==> src/rtl/pit_counter_channel.sv <==
// pit_counter_channel
// One 8254-style interval timer channel. It supports modes 0, 2 and 3, binary
// counting only, the LSB/MSB/LSB-then-MSB access modes and the counter-latch
// command. All logic runs on clk_50m. The 1 MHz pit_clk is used only as an
// edge-detected count enable.
//
// Ports
//   clk_50m  system clock, rising edge
//   rst_n    asynchronous active-low reset
//   pit_clk  1 MHz count clock, synchronous to clk_50m, edge-detected
//   gate     count gate
//   cs, a0   channel select; a0=0 count data, a0=1 control word
//   wr, rd   one-cycle strobes qualified by cs
//   din      write data
//   dout     read data, combinational from current state
//   out      counter output
//
// Bus protocol: a transfer happens on every clk_50m edge where cs and wr (or
// cs and rd) are high. There is no back-pressure. Read data is valid while the
// strobe is high, and the byte-pointer side effects land on that same edge.
module pit_counter_channel (
  input  logic       clk_50m,
  input  logic       rst_n,
  input  logic       pit_clk,
  input  logic       gate,
  input  logic       cs,
  input  logic       a0,
  input  logic       wr,
  input  logic       rd,
  input  logic [7:0] din,
  output logic [7:0] dout,
  output logic       out
);

  typedef enum logic [1:0] {MODE0 = 2'b00, MODE2 = 2'b10, MODE3 = 2'b11} mode_e;

  mode_e       mode_q, mode_w, mode_dec;
  logic [1:0]  rw_q, rw_w;
  logic [15:0] cr_q, cr_w, ce_q, ce_n, ol_q, ol_w;
  logic        nc_q, nc_w, nc_n;          // null count: no valid CR in CE yet
  logic        lp_q, lp_w, lp_n;          // complete CR written, not yet loaded
  logic        trig_q, trig_w, trig_n;    // gate rising edge pending reload
  logic        latched_q, latched_w;
  logic        wr_msb_q, wr_msb_w, rd_msb_q, rd_msb_w;
  logic        out_q, out_w, out_n;
  logic        high_q, high_w, high_n;    // mode 3 phase: 1 = high half
  logic        pit_q, arm_q, gate_q, tick;
  logic [15:0] n2, half_hi, half_lo, src;
  logic [16:0] n17;
  logic        unused_din;

  assign unused_din = ^{din[7:6], din[0]};

  // A tick needs pit_clk to be seen low at least once after reset. This stops
  // a spurious tick when reset releases while pit_clk is already high.
  assign tick = pit_clk & ~pit_q & arm_q;

  // CR = 1 behaves as 2. CR = 0 stands for 65536. The mode 3 half periods are
  // ceil(N/2) for the high phase and floor(N/2) for the low phase.
  assign n2      = (cr_w == 16'd1) ? 16'd2 : cr_w;
  assign n17     = (cr_w == 16'd0) ? 17'h10000 : {1'b0, n2};
  assign half_hi = n17[16:1] + {15'd0, n17[0]};
  assign half_lo = n17[16:1];

  always_comb begin
    case (din[3:1])
      3'd2, 3'd6: mode_dec = MODE2;
      3'd3, 3'd7: mode_dec = MODE3;
      default:    mode_dec = MODE0;
    endcase
  end

  // Bus stage: apply this cycle's write/read so that a same-cycle tick sees it.
  always_comb begin
    mode_w    = mode_q;
    rw_w      = rw_q;
    cr_w      = cr_q;
    ol_w      = ol_q;
    nc_w      = nc_q;
    lp_w      = lp_q;
    trig_w    = trig_q;
    latched_w = latched_q;
    wr_msb_w  = wr_msb_q;
    rd_msb_w  = rd_msb_q;
    out_w     = out_q;
    high_w    = high_q;
    if (cs && wr && a0) begin
      if (din[5:4] != 2'b00) begin
        mode_w    = mode_dec;
        rw_w      = din[5:4];
        wr_msb_w  = 1'b0;
        rd_msb_w  = 1'b0;
        latched_w = 1'b0;
        nc_w      = 1'b1;
        lp_w      = 1'b0;
        trig_w    = 1'b0;
        high_w    = 1'b1;
        out_w     = (mode_dec != MODE0);
      end else if (!latched_q) begin
        ol_w      = ce_q;
        latched_w = 1'b1;
      end
    end else if (cs && wr) begin
      case (rw_q)
        2'b01: begin
          cr_w = {8'h00, din};
          lp_w = 1'b1;
        end
        2'b10: begin
          cr_w = {din, 8'h00};
          lp_w = 1'b1;
        end
        default: begin
          if (!wr_msb_q) begin
            cr_w[7:0] = din;
            wr_msb_w  = 1'b1;
            if (mode_q == MODE0) begin
              // Mode 0 halts with out low until the MSB completes the count.
              out_w = 1'b0;
              nc_w  = 1'b1;
              lp_w  = 1'b0;
            end
          end else begin
            cr_w[15:8] = din;
            wr_msb_w   = 1'b0;
            lp_w       = 1'b1;
          end
        end
      endcase
    end
    if (cs && rd && !a0) begin
      if (rw_q == 2'b11) rd_msb_w = ~rd_msb_q;
      if (latched_q && (rw_q != 2'b11 || rd_msb_q)) latched_w = 1'b0;
    end
  end

  // Gate and tick stage.
  always_comb begin
    ce_n   = ce_q;
    nc_n   = nc_w;
    lp_n   = lp_w;
    trig_n = trig_w;
    out_n  = out_w;
    high_n = high_w;
    if (mode_w != MODE0) begin
      if (gate && !gate_q) trig_n = 1'b1;
      if (!gate) out_n = 1'b1;
    end
    if (tick) begin
      if (mode_w == MODE0) begin
        if (lp_n) begin
          ce_n  = cr_w;
          lp_n  = 1'b0;
          nc_n  = 1'b0;
          out_n = 1'b0;
        end else if (!nc_n && gate) begin
          ce_n = ce_q - 16'd1;
          if (ce_q == 16'd1) out_n = 1'b1;
        end
      end else if ((lp_n && nc_n) || (trig_n && !nc_n)) begin
        // Initial load after a control word, or restart after gate rose.
        ce_n   = (mode_w == MODE2) ? n2 : half_hi;
        out_n  = 1'b1;
        high_n = 1'b1;
        lp_n   = 1'b0;
        nc_n   = 1'b0;
        trig_n = 1'b0;
      end else if (!nc_n && gate) begin
        if (mode_w == MODE2) begin
          if (ce_q == 16'd1) begin
            ce_n  = n2;
            out_n = 1'b1;
            lp_n  = 1'b0;
          end else begin
            ce_n = ce_q - 16'd1;
            if (ce_q == 16'd2) out_n = 1'b0;
          end
        end else begin
          if (ce_q != 16'd1) begin
            ce_n = ce_q - 16'd1;
          end else if (high_q) begin
            ce_n   = half_lo;
            out_n  = 1'b0;
            high_n = 1'b0;
          end else begin
            ce_n   = half_hi;
            out_n  = 1'b1;
            high_n = 1'b1;
            lp_n   = 1'b0;
          end
        end
      end
    end
  end

  always_ff @(posedge clk_50m or negedge rst_n) begin
    if (!rst_n) begin
      mode_q    <= MODE0;
      rw_q      <= 2'b01;
      cr_q      <= 16'd0;
      ce_q      <= 16'd0;
      ol_q      <= 16'd0;
      nc_q      <= 1'b1;
      lp_q      <= 1'b0;
      trig_q    <= 1'b0;
      latched_q <= 1'b0;
      wr_msb_q  <= 1'b0;
      rd_msb_q  <= 1'b0;
      out_q     <= 1'b0;
      high_q    <= 1'b1;
      pit_q     <= 1'b0;
      arm_q     <= 1'b0;
      gate_q    <= 1'b0;
    end else begin
      mode_q    <= mode_w;
      rw_q      <= rw_w;
      cr_q      <= cr_w;
      ce_q      <= ce_n;
      ol_q      <= ol_w;
      nc_q      <= nc_n;
      lp_q      <= lp_n;
      trig_q    <= trig_n;
      latched_q <= latched_w;
      wr_msb_q  <= wr_msb_w;
      rd_msb_q  <= rd_msb_w;
      out_q     <= out_n;
      high_q    <= high_n;
      pit_q     <= pit_clk;
      arm_q     <= arm_q | ~pit_clk;
      gate_q    <= gate;
    end
  end

  assign src  = latched_q ? ol_q : ce_q;
  assign dout = a0 ? 8'h00
              : ((rw_q == 2'b10) || (rw_q == 2'b11 && rd_msb_q)) ? src[15:8] : src[7:0];
  assign out  = out_q;

endmodule

==> config.mk <==
export PLATFORM = sky130hd
export DESIGN_NAME = pit_counter_channel
export DESIGN_NICKNAME = d
export VERILOG_FILES = /design/src/rtl/pit_counter_channel.sv
export SDC_FILE = /design/constraint.sdc
export NUM_CORES = 1
export LEC_CHECK = 0
export ABC_AREA = 1
export CORE_ASPECT_RATIO = 1.75
export CORE_UTILIZATION = 56
export DETAILED_ROUTE_END_ITERATION = 16
export PLACE_DENSITY = 0.88
export SLEW_MARGIN = 20
export SYNTH_ARGS = -nofsm -noshare
export SYNTH_HDL_FRONTEND = slang
export SYNTH_SLANG_ARGS = --single-unit
==> constraint.sdc <==
create_clock -name clk_50m -period 3.14 [get_ports clk_50m]
set_input_delay 0.628 -clock clk_50m [delete_from_list [all_inputs] [get_ports clk_50m]]
set_output_delay 0.628 -clock clk_50m [all_outputs]
set_load 0.1 [all_outputs]
# Yosys cells after proc, flatten, opt, wreduce, memory -nomap -nowiden
# Index checks and enable logic that the tools add are counted.
# word_totals
reg_bits,63
in_bits,16
output_inout_bits,9
wordCells,167
# classes
n_addsub,2
n_eq_ne,16
mux,95
bitwise,7
reduce_logical,31
# op_table
op,count
$mux 16,14
$mux 1,72
$eq 16x1->1 const B,2
$mux 8,4
$pmux 16 s2,1
$mux 17,1
$add 16x1->16,1
$eq 16x2->1 const B,1
$logic_not 16->1,1
$ne 16x1->1 const B,1
$sub 16x1->16 const B,1
$logic_and 1x1->1,10
$reduce_bool 2->1,4
$eq 2x2->1 const B,3
$eq 3x2->1 const B,2
$eq 3x3->1 const B,2
$reduce_and 3->1,2
$reduce_or 2->1,3
$logic_not 2->1,2
$mux 2,2
$ne 2x1->1 const B,2
$not 1->1,4
$pmux 2 s2,1
$reduce_and 2->1,2
other kinds (8),13

# Longest topological paths before layout
# depth
word_depth,15
depth_mapped,19
depth_no_buf,19

# Worst setup path before layout
# No wires, ideal clock.
# synth_timing
kind,flip-flop to output port
from,register rw_q[0]
to,output dout[5]
t_arrival_ns,2.721
t_required_ns,2.512
slack_ns,-0.209
path_stages_with_launch,7
n_path_buf,1
cell_sequence,dfstp_2 > ha_1 > a21oi_1 > inv_1 > clkbuf_1 > o21ai_0 > a21oi_1
# synth_via
elab_chain_cells,5
elab_cells_between_ends,6
cone_classes,2 x eq/ne; 2 x mux; 2 x reduce/logical
# synth_rtl
item,line_no,text
start: declaration,38,"logic [1:0] rw_q, rw_w;"
start signal: assignment,216,rw_q <= rw_w;
$eq 2x2->1,236,: ((rw_q == 2'b10) || (rw_q == 2'b11 && rd_msb_q)) ? src[15:8] : src[7:0];
$logic_and 1x1->1,236,
$logic_or 1x1->1 (*),236,
$mux 8 (*),236,
$mux 8 (*),235,assign dout = a0 ? 8'h00
end: declaration,31,"output logic [7:0] dout,"
# Every way passes the cells marked *; elsewhere a longest branch is shown, timed or not.

# Final worst setup path
# layout_timing
from,register rw_q[0]
to,output dout[2]
# The elaborated chain is that of the path after synthesis.

==> metrics.txt <==
sequential area share after synthesis 31.2%; Crit Path Class flop to primary output; Total Routed Length 15.1 mm; Clock Latency Late Sink ~0.33 ns; Placer Congestion around 0.97; CP Cell Sequence inv_1 -> ha_2 -> a21oi_1 -> inv_1 -> o21ai_0 -> a21oi_1 -> buf_12; clock root cell clkbuf_16; top post-synthesis cells by area dfrtp_1, nand2_1, a21oi_1, o21ai_0, nor2_1; Synth top area share 29.6%; Hold-fix buffers, CTS 0; cell area power density 885 nW/um^2; Clock Skews 0.00625 ns; TritonCTS Buffers 9; initial antenna violation count 0; share of cells above drive strength 1 13.4%; initial core utilization 58.1%; Avg Inst Size Synth 6.59 um^2; total global routing overflow 0; setup TNS 0 ns; crit path DAT 2.30 ns; worst slew pin tran 0.736 ns; post-synthesis cell area 5070 um^2; Worst setup EP type primary output; Bufs on Longest Clock Path 2; Worst Hold Class input pin to async pin; DP HPWL 11.2 mm; vias in the first global route ~5.4k; Buffers on Ports 24; Finished Layout Cells 936; area post-placement 5690 um^2; fin nets 840; FFs w/ async S/R, synth 100%; pin count of the biggest net entering global routing 35; vias per cell 5.80; Worst path max stage delay roughly 0.55 ns; VDD IR max 0.000658 V; Placeable Area 8730 um^2; outcome completed; final hold slack around 0.35 ns; first-pass GRT wire length between 20 and 30 mm; Main synth FF type dfrtp_1; Clock Sinks 63; Max Cap Viol 0; crit path max fanout 16; CTS tree built; Detailed Routing Iterations Pass 1 5; ANT cells 0; # setup viols final 0; Post-synth EDFFs 0; type of element launching the critical path flop; Final Max Tran Viols 0; Die X 73.9 um; gr usage total 34.8%; H-tree Lvls 3; Setup Fix Bufs, Post-CTS 0; cells after synthesis between 700 and 800; Final Hold Violating Endpoints 0; Synth area leader dfrtp_1; # resized after CTS 0; Die Footprint 9450 um^2; Fmax 0.341 GHz; Unique masters post-synth 42; Pwr Total 5.32 mW; Post-DRT Antenna Nets 0; height of the die roughly 130 um; site row count 45; Final Cycle Share between 90% and 100%; synth-to-layout area growth 18.6%; synthesized net count 795; design area between 6000 and 7000 um^2; LEAKAGE 2.91 nW; Routed WL per cell between 15 and 20 um; Critical Path RT between 2 and 3 ns; via total after detailed routing 5426; Slew headroom between 50% and 60%; clock slew at reported path FFs 0.06 ns; Syn. warnings 0; io pins 25; dpl cells 920; DR iter-0 viols 340; DR DRC count 0; Period minus WS final 2.93 ns; Critical-path top delay cell dfstp_2; synthesized flop and latch total 63
-- metrics by stage --
| stage | setup slack, ns | utilization (%) |
|---|---|---|
| after detailed placement | -0.0817 | 65.2 |
| after floorplan | -0.209 | - |
| after CTS | 0.0759 | 68.6 |
| after global placement | 0.0378 | 65.2 |
| final | 0.211 | 68.8 |
| after global routing | -0.0117 | 68.8 |
-- registers in the layout (all words and copies together) (netlist names) --
signal     count
out            1
arm_q          1
rw_q           2
mode_q         2
latched_q      1
ol_q          16
trig_q         1
wr_msb_q       1
nc_q           1
pit_q          1
rd_msb_q       1
high_q         1
cr_q          16
ce_q          16
gate_q         1
lp_q           1
-- cell families after synthesis --
| logic type | after synthesis | synth area share, % |
|---|---|---|
| flip-flops | 63 | 31.2 |
| AO/OA/AOI/OAI | 180 | 19.6 |
| AND/OR/NAND/NOR | 386 | 33.4 |
| adder cells (fa/ha/maj) | 10 | 2.47 |
| XOR/XNOR | 20 | 3.46 |
| buffers and inverters | 110 | 9.83 |
-- area by class of cell --
class                   count  area (um^2)
fillers                   729         2720
well taps                 117          146
clock buffers              15          268
inverters                  78          298
clock inverters             1         30.0
multi-input cells         596         3010
flip-flops and latches     63         1580
repair buffers             66          678
-- placed cells by master, fill, tap and decap left out, types with 3 or more instances in the layout --
master,n
a21boi_1,12
a21oi_1,73
a22oi_1,3
a31oi_1,5
buf_12,12
buf_4,39
clkbuf_1,4
clkbuf_16,9
clkdlybuf4s50_1,14
dfrtp_1,60
dfstp_2,3
ha_1,9
inv_1,71
inv_2,6
nand2_1,213
nand2_2,14
nand2_4,5
nand3_1,42
nand3_2,3
nand4_1,14
nor2_1,79
nor2_4,5
nor3_1,5
o211ai_1,4
o21ai_0,71
xor2_1,19
-- path summary, 6_finish.rpt --
check	depth (start not counted)	slack, ns	startpoint	end
worst max-delay path	7	0.21	rw_q[0]	dout[2]
worst min-delay path	1	0.35	rst_n	ol_q[0]
worst max register to register	16	0.21	rw_q[0]	ce_q[4]
worst min register to register	2	0.46	arm_q	arm_q
max in group asynchronous	2	2.08	rst_n	high_q
min in group clk_50m	2	0.46	arm_q	arm_q
-- Yosys cell counts, drive strengths merged, types with 2 or more instances --
| cell | count |
|---|---|
| nand4 | 14 |
| o22ai | 2 |
| xor2 | 19 |
| nor3 | 6 |
| nand2 | 232 |
| buf | 18 |
| dfstp | 3 |
| ha | 10 |
| inv | 77 |
| dfrtp | 60 |
| a22oi | 3 |
| o21ai | 75 |
| a21boi | 12 |
| a21oi | 73 |
| clkbuf | 14 |
| a31oi | 6 |
| o211ai | 4 |
| nand3 | 46 |
| nor2 | 86 |
-- critical path: cells and delay by family, from the launching register on --
| family | cells | cell delay [ns] |
|---|---|---|
| adders and majority gates | 1 | 0.18 |
| buffers and inverters | 3 | 0.52 |
| DFF | 1 | 0.55 |
| AOI/OAI and AO/OA | 3 | 0.70 |
-- layer usage --
layer  GRT usage (%)  up-vias  wire, um
met5               0        -         0
met4            23.5        0       878
met3            5.03       74       783
met2            58.3      250      7630
met1            39.8     2499      5770
li1                -     2603         -
-- where the power goes --
group	total [mW]	switching, mW	internal [mW]	leakage, nW
Clock	1.01	0.352	0.659	0.144
Combinational	3.00	1.95	1.04	2.01
Sequential	1.31	0.193	1.12	0.755
Total	5.32	2.50	2.82	2.91
Note: power is estimated with default switching activity, not from simulation.
